$ cat src/rtl/sync_filter_pkg.sv
// sync_pkg: shared helpers for the sync_filter slice.
//   clog2     - ceiling log2, used to size the per-bit filter counters
//   popcount  - number of set bits, used by the optional gray jump check
//   SYNC_MIN_STAGES / SYNC_MAX_STAGES - legal synchroniser chain depths
package sync_pkg;

  localparam int SYNC_MIN_STAGES = 2;
  localparam int SYNC_MAX_STAGES = 4;

  // Smallest r with 2**r >= v; returns 0 for v <= 1.
  function automatic int clog2(input int v);
    int r;
    r = 0;
    for (int i = 0; i < 31; i++) begin
      if ((1 << i) < v) r = i + 1;
    end
    return r;
  endfunction

  function automatic int popcount(input logic [63:0] v);
    int n;
    n = 0;
    for (int i = 0; i < 64; i++) begin
      n = n + int'(v[i]);
    end
    return n;
  endfunction

endpackage

$ cat src/rtl/sync_filter_bit_filter.sv
// sync_bit_filter: single-bit consecutive-cycle glitch filter with
// registered rise/fall pulse generation, in the destination clock domain.
//   clk_i  - destination clock (rising edge)
//   rst_i  - synchronous active-high reset
//   s_i    - bit from the end of the synchroniser chain
//   data_o - filtered bit (RST_VAL on reset)
//   rise_o - one-cycle pulse in the cycle data_o shows a 0->1 change
//   fall_o - one-cycle pulse in the cycle data_o shows a 1->0 change
// FILTER = 0 bypasses the counter: data_o simply registers s_i.
module sync_bit_filter
  import sync_pkg::*;
#(
  parameter int   FILTER  = 0,
  parameter logic RST_VAL = 1'b0
) (
  input  logic clk_i,
  input  logic rst_i,
  input  logic s_i,
  output logic data_o,
  output logic rise_o,
  output logic fall_o
);

  localparam int CNT_W = (clog2(FILTER + 1) < 1) ? 1 : clog2(FILTER + 1);

  logic data_q, data_d;
  logic rise_q, rise_d;
  logic fall_q, fall_d;

  if (FILTER == 0) begin : g_bypass
    always_comb data_d = s_i;
  end else begin : g_filter
    logic [CNT_W-1:0] cnt_q, cnt_d;

    // The counter only ever runs while s_i disagrees with the output; any
    // agreeing cycle clears it, so a short pulse leaves no residue and the
    // count tops out at FILTER-1 before the output switches.
    always_comb begin
      data_d = data_q;
      cnt_d  = '0;
      if (s_i == data_q) begin
        cnt_d = '0;
      end else if (cnt_q == CNT_W'(FILTER - 1)) begin
        data_d = s_i;
        cnt_d  = '0;
      end else begin
        cnt_d = cnt_q + 1'b1;
      end
    end

    always_ff @(posedge clk_i) begin
      if (rst_i) cnt_q <= '0;
      else       cnt_q <= cnt_d;
    end
  end

  // Pulses are computed from the next output value so they land in the
  // same cycle the output shows its new level.
  always_comb begin
    rise_d = data_d & ~data_q;
    fall_d = ~data_d & data_q;
  end

  always_ff @(posedge clk_i) begin
    if (rst_i) begin
      data_q <= RST_VAL;
      rise_q <= 1'b0;
      fall_q <= 1'b0;
    end else begin
      data_q <= data_d;
      rise_q <= rise_d;
      fall_q <= fall_d;
    end
  end

  assign data_o = data_q;
  assign rise_o = rise_q;
  assign fall_o = fall_q;

endmodule

$ cat src/rtl/sync_filter.sv
// sync_filter: parametrised multi-bit, multi-stage synchroniser with an
// optional per-bit glitch filter and registered rise/fall pulses.
//   clk_i        - destination clock (rising edge)
//   rst_i        - synchronous active-high reset
//   async_data_i - asynchronous input bits (WIDTH)
//   sync_data_o  - synchronised / filtered data (WIDTH)
//   rise_o       - per-bit 0->1 pulse (WIDTH)
//   fall_o       - per-bit 1->0 pulse (WIDTH)
//   gray_err_o   - multi-bit jump pulse at the chain output
// Optional feature macro: SYNC_FILTER_GRAY_CHK_EN enables the gray jump
// check; without it gray_err_o is constant 0 and no extra flops exist.
module sync_filter
  import sync_pkg::*;
#(
  parameter int               WIDTH   = 6,
  parameter int               STAGES  = 2,
  parameter int               FILTER  = 0,
  parameter logic [WIDTH-1:0] RST_VAL = '0
) (
  input  logic             clk_i,
  input  logic             rst_i,
  input  logic [WIDTH-1:0] async_data_i,
  output logic [WIDTH-1:0] sync_data_o,
  output logic [WIDTH-1:0] rise_o,
  output logic [WIDTH-1:0] fall_o,
  output logic             gray_err_o
);

  if (STAGES < SYNC_MIN_STAGES || STAGES > SYNC_MAX_STAGES) begin : g_bad_stages
    $error("sync_filter: STAGES must be in 2..4");
  end

  logic [WIDTH-1:0] chain_q [STAGES];
  logic [WIDTH-1:0] chain_d [STAGES];
  logic [WIDTH-1:0] s;

  always_comb begin
    chain_d[0] = async_data_i;
    for (int i = 1; i < STAGES; i++) begin
      chain_d[i] = chain_q[i-1];
    end
  end

  always_ff @(posedge clk_i) begin
    if (rst_i) begin
      for (int i = 0; i < STAGES; i++) chain_q[i] <= RST_VAL;
    end else begin
      for (int i = 0; i < STAGES; i++) chain_q[i] <= chain_d[i];
    end
  end

  assign s = chain_q[STAGES-1];

  for (genvar b = 0; b < WIDTH; b++) begin : g_bit
    sync_bit_filter #(
      .FILTER (FILTER),
      .RST_VAL(RST_VAL[b])
    ) u_filter (
      .clk_i (clk_i),
      .rst_i (rst_i),
      .s_i   (s[b]),
      .data_o(sync_data_o[b]),
      .rise_o(rise_o[b]),
      .fall_o(fall_o[b])
    );
  end

`ifdef SYNC_FILTER_GRAY_CHK_EN
  logic [WIDTH-1:0] prev_s_q, prev_s_d;
  logic             gray_err_q, gray_err_d;

  // The check looks at the raw chain output, ahead of any filtering, so a
  // non-gray jump is flagged regardless of FILTER.
  always_comb begin
    prev_s_d   = s;
    gray_err_d = (popcount(64'(s ^ prev_s_q)) > 1);
  end

  always_ff @(posedge clk_i) begin
    if (rst_i) begin
      prev_s_q   <= '0;
      gray_err_q <= 1'b0;
    end else begin
      prev_s_q   <= prev_s_d;
      gray_err_q <= gray_err_d;
    end
  end

  assign gray_err_o = gray_err_q;
`else
  assign gray_err_o = 1'b0;
`endif

endmodule
$ cat config.mk
export PLATFORM = sky130hd
export DESIGN_NAME = sync_filter
export DESIGN_NICKNAME = d
export VERILOG_FILES = /design/src/rtl/sync_filter_pkg.sv /design/src/rtl/sync_filter_bit_filter.sv /design/src/rtl/sync_filter.sv
export SDC_FILE = /design/constraint.sdc
export NUM_CORES = 1
export LEC_CHECK = 0
export CELL_PAD_IN_SITES_DETAIL_PLACEMENT = 0
export CELL_PAD_IN_SITES_GLOBAL_PLACEMENT = 1
export CORE_MARGIN = 3
export CORE_UTILIZATION = 36
export DETAILED_ROUTE_END_ITERATION = 10
export PLACE_DENSITY = 0.74
export SETUP_SLACK_MARGIN = 0.1
export SKIP_CTS_REPAIR_TIMING = 1
export SLEW_MARGIN = 15
export SYNTH_ARGS = -nofsm -noshare
export SYNTH_HDL_FRONTEND = slang
export SYNTH_SLANG_ARGS = --single-unit
$ cat constraint.sdc
create_clock -name clk_i -period 0.8 [get_ports clk_i]
set_input_delay 0.12 -clock clk_i [delete_from_list [all_inputs] [get_ports clk_i]]
set_output_delay 0.12 -clock clk_i [all_outputs]
set_load 0.005 [all_outputs]
# Yosys cells after proc, flatten, opt, wreduce, memory -nomap -nowiden
# Memories as Yosys holds them, arrays and structs flattened.
# Index checks and enable logic that the tools add are counted.
[word_totals]
ramBits = 12
mem_count = 1
register_bits = 18
in_bits = 8
[op_classes]
n_mux = 5
bitwise = 26
[memory_table]
columns = ["name", "depth", "word_bits", "rd", "rd_ports_with_merged_regs", "write_ports", "line_no", "source"]
rows = [
  ["chain_q", 2, 6, 2, 0, 2, "sync_filter.sv:33", "logic [WIDTH-1:0] chain_q [STAGES];"],
]
[ops]
columns = ["cell", "n"]
rows = [
  ["1-bit AND", 12],
  ["6-bit 2-to-1 mux", 2],
  ["1-bit inverter", 12],
  ["1-bit 2-to-1 mux", 3],
  ["1-bit bitwise OR", 2],
]

# Logic depth before layout (Yosys ltp)
# Gate-level depths: netlist of the first run.
[logic_depth]
depth_word = 3
depth_mapped = 2
ltp_nobuf = 1

# Cells and area by module
# A second synthesis of the first run with hierarchy kept.
[unflattened]
cells_unflattened = 63
hier_area_um2 = 925.9
[by_module_without_submodules]
columns = ["mod", "seq_area_each_um2", "area_per_inst_um2", "n_inst", "cells_per_inst"]
rows = [
  ["sync_bit_filter", 60.1, 91.3, 6, 6],
  ["sync_filter", 240.2, 377.9, 1, 27],
]

# Worst setup path before layout of the first run
# OpenSTA, ideal clock, no wires.
[synth_path]
kind = "register -> output"
from = "register g_bit[0].u_filter.data_q"
to = "output port sync_data_o[0]"
path_stages_with_launch = 2
slack_ns = 0.243
t_arrival_ns = 0.437
n_path_buf = 1
cell_sequence = "dfxtp_1 buf_4"
[synth_lines]
columns = ["element", "line_no", "source"]
rows = [
  ["start, declared", "sync_filter_bit_filter.sv:26", "logic data_q, data_d;"],
  ["start signal, assigned", "sync_filter_bit_filter.sv:70", "data_q <= data_d;"],
  ["end, declared", "sync_filter.sv:23", "output logic [WIDTH-1:0] sync_data_o,"],
]
# No word-level cell between the ends.

# Worst setup path after layout of the first run
[layout_path]
from = "register g_bit[5].u_filter.data_q"
to = "output port sync_data_o[5]"
[layout_lines]
columns = ["element", "line_no"]
rows = [
  ["start, declared", "sync_filter_bit_filter.sv:26"],
  ["start signal, assigned", "sync_filter_bit_filter.sv:70"],
]
# No word-level cell between the ends.

==> key figures, run 1 <==
Global routing
  – Antenna violations before repair: 0
  – Vias in the first global route: 478
  – Remaining global-route overflow: 0
  – First-pass GRT wire length: 1.973 mm
  – GRT Resource Usage Total: 8.091%
  – Pin count of the biggest net entering global routing: 25

STA
  – Fmax: about 1.1 GHz
  – Final setup viols: 18
  – Setup ws final: -0.08063 ns
  – Slew Viols, Final: 0
  – Setup_tns: -0.9881 ns
  – Fin. Hold Viols: 0
  – Final worst path period need: between 0.8 and 0.9 ns
  – RSZ-0062 raised after global routing: true
  – Ratio of final minimum period to clock period: 110.1%
  – Worst Clk Skew: 0.007127 ns

Critical path
  – FF-to-FF End: g_bit[2].u_filter.fall_o
  – Crit path launch: g_bit[5].u_filter.data_o
  – CP Launch Type: register
  – Sum of buffers and inverters on the critical path: 1
  – CP Max Fanout: 2
  – Stages on the worst setup path: 1
  – Critical Path, Cell by Cell: buf_6
  – CP max stage cell: dfxtp_2
  – Worst Path Required: between 0.6 and 0.7 ns
  – Largest delay share family, worst path: flip-flops
  – CP arrival: 0.76 ns
  – Crit end category: output port
  – Biggest cell delay along the critical path: 0.34 ns
  – FF-to-FF setup slack: 0.11 ns
  – R2R depth: 2
  – Worst r2r src: g_bit[2].u_filter.data_o
  – Crit Path Class: reg2out
  – Worst setup endpoint: sync_data_o[5]

Power and ir drop
  – Power Density: roughly 2100 nW/um^2
  – VDD IR-drop max: 1.159 mV
  – Leakage power: ~0.56 nW

Floorplan
  – Die width: roughly 60 um
  – Top Ports: 27
  – Die height: 59.68 um
  – Initial Utilization: 39.70%
  – Site row count: 18
  – CORE AREA: 2613 um^2
  – Die ar.: 3561 um^2

Clock network
  – TritonCTS clock tree: yes
  – CTS sink count: 30
  – Clk slew on worst S/H paths: approximately 0.09 ns
  – Clock Root Buffer: clkbuf_4
  – Clk_lat worst skew: 0.31 ns
  – H-tree depth: 2
  – Clock tree buffer depth: 2
  – CTS Buf Count: 5

Logic synthesis
  – Mux cell area share after synthesis: 0%
  – Syn nets: 91
  – Compound-Gate Fraction of Synth Area: 0%
  – Post-synthesis average cell area: around 12 um^2
  – Area share of fa/ha/maj cells after synthesis: 0%
  – Cells after Synth: 83
  – Largest family of logic cells by synthesized area: simple AND/OR/NAND/NOR gates
  – Simple-gate share of the synthesized area: between 20% and 30%
  – Synth Area in XOR/XNOR: 0%
  – Register area share after synthesis: 57.90%
  – YS warnings: 0
  – Post-Syn Area: 1037 um^2
  – Register bit total from synthesis: 30
  – Synth unique cells: 7

Worst hold path
  – Min-delay src: rst_i
  – Worst Hold Class: in2reg

Final layout
  – Nets@finish: between 100 and 150
  – Ratio of cells with drive above 1 in the final layout: between 50% and 60%
  – Fin area: between 1000 and 1500 um^2
  – Ant. Diodes: 0
  – Area grow syn2layout: 20.63%

Drt
  – Wire length per cell: 9.797 um
  – DR pass1 iterations: 4
  – Routed via count: around 530
  – Initial drt markers: 4
  – DRC Markers: 0
  – Vias per std cell: 4.008
  – Routed WL: 1.303 mm
  – Antenna Nets Post-Route: 0

Placed design
  – Port Buf Inserts: 25
  – Place WS: -0.2344 ns
  – Routability cong.: 0.5953
  – Post-Place Cell Area: 1227 um^2

Outcome
  – Status: complete, but fails checks
  – Failing checks: setup timing

Run
  – MaxCap Viol Count: 0
area by class of cell:
type | instances | area (um^2)
clock inverter | 1 | 5.005
sequential | 30 | 616.8
tap | 30 | 37.54
fill | 234 | 1361
timing repair buffer | 34 | 270.3
clock buffer | 7 | 55.05
multi-input combinational | 31 | 266.5
layout by cell type, fill, tap and decap left out:
master           Yosys  routed
buf_12               0       1
buf_2                1       2
buf_4               19       6
buf_6                2       2
clkbuf_1             0       1
clkbuf_16            0       1
clkbuf_2             0      15
clkbuf_4             0       5
clkbuf_8             0       1
clkdlybuf4s50_1      0       6
clkinv_2             0       1
conb_1               1       1
dfxtp_1             30      17
dfxtp_2              0      13
dlymetal6s2s_1       0       1
nor2b_1             18      18
nor3b_2             12      12
how the worst min path moves through the flow:
stage	endpoint	cells past startpoint
after CTS	chain_q[0][2]	2
after detailed placement	chain_q[0][6]	1
after global routing	g_bit[5].u_filter.rise_o	3
after floorplan	chain_q[0][0]	1
final	g_bit[4].u_filter.rise_o	3
after global placement	chain_q[0][6]	1
logic make-up (layout without fill, tap and decap cells):
group                  after synthesis  in the layout
flip-flops                          30             30
buffers and inverters               22             42
other                                1              1
AND/OR/NAND/NOR                     30             30
routing by layer:
layer  vias to the layer above  GRT usage [%]  share of wire, %
li1                        278              -                 -
met1                       229          7.898                41
met2                        20          11.42                45
met3                         6          5.832                11
met4                         0          6.646               3.4
met5                         -              0                 0
where the power goes:
| group | switching (mW) | leakage, nW | internal [mW] |
|---|---|---|---|
| sequential | 0.0191 | 0.251 | 1.54 |
| clock | 0.467 | 0.0353 | 0.425 |
| combinational | 0.0584 | 0.269 | 0.109 |
| total | 0.545 | 0.556 | 2.08 |
synth_stat cells:
library cell / instances / share of area (%)
buf_2: 1 / 0.48
buf_4: 19 / 14
buf_6: 2 / 2.2
conb_1: 1 / 0.36
dfxtp_1: 30 / 58
nor2b_1: 18 / 11
nor3b_2: 12 / 14
sequential cells by signal (all words and copies together) (netlist names):
name and count:
chain_q 12, g_bit.u_filter.data_o 6, g_bit.u_filter.fall_o 6, g_bit.u_filter.rise_o 6
through the flow:
| stage | util, % | power (mW) | hold WS, ns | cells |
|---|---|---|---|---|
| finish | 47.89 | 2.622 | 0.3038 | 133 |
| detailed placement | 46.98 | 1.769 | 0.4204 | 124 |
| floorplan | - | 1.699 | 0.2482 | 83 |
| global placement | 46.98 | 1.764 | 0.4189 | 124 |
| CTS | 49.28 | 2.659 | 0.3359 | 132 |
| global route | 47.89 | 2.745 | 0.3051 | 133 |
No activity file was read; power rests on OpenSTA's default activity.
==> run 2, diff against run 1 <==
Settings changed: CORE_UTILIZATION 36 to 39, CTS_BUF_LIST set to sky130_fd_sc_hd__clkbuf_2, PLACE_DENSITY 0.74 to 0.8.
==> key figures, run 2 (same netlist as run 1, synthesis figures left out) <==
Drt
  – Vias per std cell: 4.015 (was 4.008)
  – DR pass1 iterations: 2 (was 4)
  – Routed via count: 530 (was 533)
  – WL met3: 122 um (was 137 um)
  – Antenna Nets Post-Route: 0 (unchanged)
  – M1 wire length: 499 um (was 536 um)
  – DR top layer: met4 (unchanged)
  – Wire length per cell: 9.379 um (was 9.797 um)
  – DRC Markers: 0 (unchanged)
  – Initial drt markers: 7 (was 4)
  – Routed WL: 1.238 mm (was 1.303 mm)
  – DR WL met2: 598 um (was 584 um)

Power and ir drop
  – Leakage power: 0.5368 nW (was 0.5556 nW)
  – Reg power frac: 65.5% (was 59.6%)
  – Power Density: 1948 nW/um^2 (was 2096 nW/um^2)
  – Total internal power: 1.862 mW (was 2.078 mW)
  – Switch Pwr: 528.4 uW (was 544.8 uW)
  – Comb power frac: 6.5% (was 6.4%)
  – Sw Share: 22.10% (was 20.78%)
  – Clock Power Share: 28.0% (was 34.0%)
  – Pwr Total: 2.391 mW (was 2.622 mW)
  – VDD IR-drop max: 0.9270 mV (was 1.159 mV)

Clock network
  – Clk_lat worst skew: 0.34 ns (was 0.31 ns)
  – Clock tree buffer depth: 2 (unchanged)
  – Clock Root Buffer: clkbuf_2 (was clkbuf_4)
  – Clk slew on worst S/H paths: 0.15 ns (was 0.09 ns)
  – TritonCTS clock tree: yes (unchanged)
  – H-tree depth: 2 (unchanged)
  – CTS Buf Count: 5 (unchanged)
  – CTS sink count: 30 (unchanged)

Critical path
  – CP Launch Type: register (unchanged)
  – CP arrival: 0.80 ns (was 0.76 ns)
  – Stages on the worst setup path: 1 (unchanged)
  – FF-to-FF End: g_bit[0].u_filter.fall_o (was g_bit[2].u_filter.fall_o)
  – Worst setup endpoint: sync_data_o[5] (unchanged)
  – CP Max Fanout: 2 (unchanged)
  – Crit end category: output port (unchanged)
  – R2R depth: 3 (was 2)
  – Critical Path, Cell by Cell: clkbuf_2 (was buf_6)
  – Largest delay share family, worst path: flip-flops (unchanged)
  – Biggest cell delay along the critical path: 0.36 ns (was 0.34 ns)
  – Crit Path Class: reg2out (unchanged)
  – Sum of buffers and inverters on the critical path: 1 (unchanged)
  – Worst Path Required: 0.68 ns (about the same)
  – Worst r2r src: g_bit[0].u_filter.data_o (was g_bit[2].u_filter.data_o)
  – Crit path launch: g_bit[5].u_filter.data_o (unchanged)
  – CP max stage cell: dfxtp_2 (unchanged)
  – FF-to-FF setup slack: -0.02 ns (was 0.11 ns)

Placed design
  – Port Buf Inserts: 25 (unchanged)
  – Routability cong.: 0.6240 (was 0.5953)
  – Place WS: -0.2366 ns (was -0.2344 ns)

STA
  – Worst Clk Skew: 0.01846 ns (was 0.007127 ns)
  – Final worst path period need: 0.9213 ns (was 0.8806 ns)
  – Final setup viols: 19 (was 18)
  – Ratio of final minimum period to clock period: 115.2% (was 110.1%)
  – RSZ-0062 raised after global routing: true (unchanged)
  – Setup ws final: -0.1213 ns (was -0.08063 ns)
  – Fin. Hold Viols: 0 (unchanged)
  – Fmax: 1.085 GHz (was 1.136 GHz)
  – Slew Viols, Final: 0 (unchanged)

Final layout
  – Ratio of cells with drive above 1 in the final layout: 56.86% (was 57.28%)
  – Biggest register: chain_q (unchanged)
  – Flip-flop count of the largest register after layout: 12 (unchanged)
  – Most frequent cells in the layout: nor2b_1 (18), clkbuf_2 (18), dfxtp_1 (17) (was nor2b_1 (18), dfxtp_1 (17), clkbuf_2 (15))
  – Nets@finish: 109 (was 110)
  – Filler cell count: 244 (was 234)
  – Ant. Diodes: 0 (unchanged)
  – Area grow syn2layout: 18.34% (was 20.63%)

Floorplan
  – Die ar.: 3314 um^2 (was 3561 um^2)
  – Initial Utilization: 41.49% (was 39.70%)
  – Die width: 57.57 um (was 59.68 um)
  – Top Ports: 27 (unchanged)
  – Die height: 57.57 um (was 59.68 um)
  – CORE AREA: 2500 um^2 (was 2613 um^2)
  – Site row count: 18 (unchanged)

Run
  – MaxCap Viol Count: 0 (unchanged)

Global routing
  – Vias in the first global route: 475 (was 478)
  – Antenna violations before repair: 0 (unchanged)
  – GRT Resource Usage Total: 8.228% (was 8.091%)
  – Remaining global-route overflow: 0 (unchanged)
  – Pin count of the biggest net entering global routing: 31 (was 25)
  – First-pass GRT wire length: 1.925 mm (was 1.973 mm)

Outcome
  – Failing checks: setup timing (unchanged)
  – Status: complete, but fails checks (unchanged)

Worst hold path
  – Min-delay src: async_data_i[5] (was rst_i)
  – Worst Hold Class: in2reg (unchanged)
-- run 2: cell types whose count changed in the layout (fill, tap and decap cells not counted), sizes merged --
cell           previous run  this run
clkbuf                   23        18
buf                      11        14
clkdlybuf4s50             6         7
clkinv                    1         2
dlymetal6s2s              1         0
-- run 2: metal layers --
metal	up-vias	track usage, %
met4	0	7.947
li1	275	-
met2	24	13.39
met1	229	7.163
met3	2	4.072
met5	-	0
-- run 2: cell type report --
type / instances / area [um^2] / area share [%]
clock inverter: 2 / 8.758 / 0.7136
sequential: 30 / 616.8 / 50.25
multi-input combinational: 31 / 266.5 / 21.71
timing repair buffer: 33 / 267.8 / 21.81
clock buffer: 6 / 30.03 / 2.446
tap: 30 / 37.54 / 3.058
-- run 2: worst min path at each step --
stage                         end  slack (ns)  depth (start not counted)
CTS                 chain_q[0][5]        0.28                          2
finish              chain_q[0][5]        0.31                          2
detailed placement  chain_q[0][7]        0.42                          1
floorplan           chain_q[0][0]        0.25                          1
global route        chain_q[0][1]        0.28                          2
global placement    chain_q[0][7]        0.42                          1
-- run 2: through the flow --
| step | util [%] | instance area (um^2) | std cells | hold slack (ns) | TNS, ns |
|---|---|---|---|---|---|
| finish | 49.10 | 1227 | 132 | 0.3114 | -1.570 |
| global route | 49.10 | 1227 | 132 | 0.2802 | -2.740 |
| CTS | 50.35 | 1259 | 131 | 0.2789 | -9.319 |
| floorplan | - | 1037 | 83 | 0.2482 | 0 |
| detailed placement | 48.80 | 1220 | 123 | 0.4233 | -8.889 |
| global placement | 48.80 | 1220 | 123 | 0.4187 | -8.090 |
-- run 2: power groups by stage --
stage / clock network, mW / registers, mW / logic [mW]
finish: 0.669 / 1.57 / 0.156
floorplan: 0 / 1.59 / 0.106
global placement: 0 / 1.59 / 0.166
detailed placement: 0 / 1.59 / 0.170
global route: 0.764 / 1.57 / 0.172
CTS: 0.710 / 1.56 / 0.170
==> run 3, diff against run 2 <==
Settings changed: ABC_AREA set to 1, CORE_UTILIZATION 39 to 36, PLACE_DENSITY 0.8 to 0.79, SLEW_MARGIN 15 to not set.
==> key figures, run 3 <==
STA
  – Slew Viols, Final: 0 (unchanged)
  – RSZ-0062 raised after global routing: true (unchanged)
  – Final worst path period need: 0.9240 ns (was 0.9213 ns)
  – Worst Clk Skew: 0.002876 ns (was 0.01846 ns)
  – Fin. Hold Viols: 0 (unchanged)
  – Final setup viols: 18 (was 19)
  – Ratio of final minimum period to clock period: 115.5% (was 115.2%)
  – Setup_tns: -1.966 ns (was -1.570 ns)
  – Setup ws final: -0.1240 ns (was -0.1213 ns)
  – Hold WS: 0.09946 ns (was 0.3114 ns)
  – Fmax: 1.082 GHz (was 1.085 GHz)

Critical path
  – Biggest cell delay along the critical path: 0.35 ns (was 0.36 ns)
  – Sum of buffers and inverters on the critical path: 1 (unchanged)
  – CP arrival: 0.80 ns (about the same)
  – CP Max Fanout: 2 (unchanged)
  – Critical Path, Cell by Cell: clkbuf_2 (unchanged)
  – Crit end category: output port (unchanged)
  – Worst Path Required: 0.68 ns (about the same)
  – Largest delay share family, worst path: flip-flops (unchanged)
  – CP max stage cell: dfxtp_2 (unchanged)
  – Crit Path Class: reg2out (unchanged)
  – CP Launch Type: register (unchanged)

Final layout
  – Area of the multi-input gates: 138.9 um^2 (was 266.5 um^2)
  – Ratio of cells with drive above 1 in the final layout: 38.06% (was 56.86%)
  – Most frequent cells in the layout: nor2_1 (24), inv_1 (23), clkbuf_2 (20) (was nor2b_1 (18), clkbuf_2 (18), dfxtp_1 (17))
  – Post-layout util: 46.26% (was 49.10%)
  – Final cell count without fillers: 164 (was 132)
  – Sequential cell area: 621.8 um^2 (was 616.8 um^2)
  – Biggest register: chain_q (unchanged)
  – Area grow syn2layout: 18.07% (was 18.34%)
  – Flip-flop count of the largest register after layout: 12 (unchanged)
  – Filler cell count: 279 (was 244)
  – Nets@finish: 141 (was 109)
  – Ant. Diodes: 0 (unchanged)
  – Leading cell type in the layout, fill and taps excluded: nor2_1

Power and ir drop
  – Leakage power: 0.6456 nW (was 0.5368 nW)
  – Power Density: 2013 nW/um^2 (was 1948 nW/um^2)
  – VDD IR-drop max: 1.008 mV (was 0.9270 mV)

Floorplan
  – Die width: 58.63 um (was 57.57 um)
  – Die height: 58.63 um (was 57.57 um)
  – Site row count: 18 (unchanged)
  – Die ar.: 3437 um^2 (was 3314 um^2)
  – CORE AREA: 2545 um^2 (was 2500 um^2)
  – Top Ports: 27 (unchanged)
  – Initial Utilization: 39.18% (was 41.49%)

Logic synthesis
  – Mux cell area share after synthesis: 0% (unchanged)
  – Post-synthesis average cell area: 8.904 um^2 (was 12.50 um^2)
  – Register bit total from synthesis: 30 (unchanged)
  – Commonest cells post-synth: dfxtp_1 (30), nor2_1 (24), inv_1 (23), buf_4 (19), nand2_1 (12) (was dfxtp_1 (30), buf_4 (19), nor2b_1 (18), nor3b_2 (12), buf_6 (2))
  – Register area share after synthesis: 60.23% (was 57.90%)
  – Area share of fa/ha/maj cells after synthesis: 0% (unchanged)
  – Syn nets: 120 (was 91)
  – Simple-gate share of the synthesized area: 13.55% (was 25.33%)
  – Post-synthesis async set-or-reset flop share: 0% (unchanged)
  – YS warnings: 0 (unchanged)
  – Largest family of logic cells by synthesized area: buffers and inverters (was simple AND/OR/NAND/NOR gates)
  – Post-synth EDFFs: 0 (unchanged)
  – Post-Syn Area: 997.2 um^2 (was 1037 um^2)
  – Synth Area in XOR/XNOR: 0% (unchanged)
  – Compound-Gate Fraction of Synth Area: 0% (unchanged)
  – Main synth FF type: dfxtp_1 (unchanged)
  – Share of the synthesized area in the top cell type: 60.23% (was 57.90%)
  – Cells after Synth: 112 (was 83)
  – Synth top area cells: dfxtp_1 (60%), buf_4 (14%), nor2_1 (9.0%) (was dfxtp_1 (58%), nor3b_2 (14%), buf_4 (14%))
  – Synth area leader: dfxtp_1 (unchanged)
  – Count leader, synth: dfxtp_1 (unchanged)
  – Synth unique cells: 8 (was 7)

Placed design
  – Inst Count DP: 154 (was 123)
  – Final HPWL DP: 1.017 mm
  – Routability cong.: 0.6169 (was 0.6240)
  – Port Buf Inserts: 25 (unchanged)

Drt
  – Routed WL: 1.402 mm (was 1.238 mm)
  – DR pass1 iterations: 2 (unchanged)
  – Routed via count: 639 (was 530)
  – Wire length per cell: 8.549 um (was 9.379 um)
  – Antenna Nets Post-Route: 0 (unchanged)
  – DRC Markers: 0 (unchanged)
  – Vias per std cell: 3.896 (was 4.015)
  – Initial drt markers: 2 (was 7)

Global routing
  – Remaining global-route overflow: 0 (unchanged)
  – First-pass GRT wire length: 2.208 mm (was 1.925 mm)
  – Vias in the first global route: 581 (was 475)
  – Met3 global-route usage: 4.605% (was 4.072%)
  – Antenna violations before repair: 0 (unchanged)
  – Pin count of the biggest net entering global routing: 10 (was 31)
  – GRT Max-Usage Layer: met2 (unchanged)
  – GRT Resource Usage Total: 9.356% (was 8.228%)
  – Met2 GRT Util: 13.72% (was 13.39%)
  – Grt met1 use: 8.832% (was 7.163%)

Run
  – MaxCap Viol Count: 0 (unchanged)

Outcome
  – Status: complete, but fails checks (unchanged)
  – Failing checks: setup timing (unchanged)

Clock network
  – H-tree depth: 2 (unchanged)
  – Clock tree buffer depth: 2 (unchanged)
  – Clk_lat worst skew: 0.35 ns (was 0.34 ns)
  – CTS Buf Count: 5 (unchanged)
  – TritonCTS clock tree: yes (unchanged)
  – CTS sink count: 30 (unchanged)
  – Clock Root Buffer: clkbuf_2 (unchanged)
  – Clk slew on worst S/H paths: 0.13 ns (was 0.15 ns)

Worst hold path
  – Worst Hold Class: in2reg (unchanged)
## run 3: power breakdown
| group | switching, mW | internal [mW] |
|---|---|---|
| logic | 0.0649 | 0.0850 |
| registers | 0.0167 | 1.55 |
| clock network | 0.472 | 0.186 |
| total | 0.554 | 1.82 |
## run 3: kinds of logic after synthesis
family                 count (synthesis)
buffers and inverters                 45
DFF                                   30
other                                  1
and+or+nand+nor                       36
## run 3: final cells by class
class / count / area share (%)
flip-flops and latches: 30 / 52.82
repair buffers: 35 / 21.25
multi-input cells: 37 / 11.80
inverters: 24 / 7.864
well taps: 30 / 3.188
clock buffers: 5 / 2.125
clock inverters: 3 / 0.9564
## run 3: worst paths after layout
check	from	end	slack, ns	depth (start not counted)
worst max-delay path	g_bit[5].u_filter.data_o	sync_data_o[5]	-0.12	1
worst min-delay path	rst_i	chain_q[0][4]	0.1	2
worst max register to register	g_bit[4].u_filter.data_o	g_bit[4].u_filter.fall_o	0.15	3
worst min register to register	chain_q[0][4]	chain_q[0][10]	0.42	2
## run 3: metal layers
layer  part of all wire [%]  routed length (um)
met3                     10                 145
met4                    4.7                  66
met5                      0                   0
met2                     43                 608
met1                     42                 582
## run 3: stage by stage
stage	power [mW]	worst slack (ns)	instance area (um^2)
floorplan	1.689	0.2550	997.2
global placement	1.753	-0.2720	1180
detailed placement	1.760	-0.2943	1180
CTS	2.426	-0.5871	1216
global route	2.498	-0.1993	1177
finish	2.370	-0.1240	1177
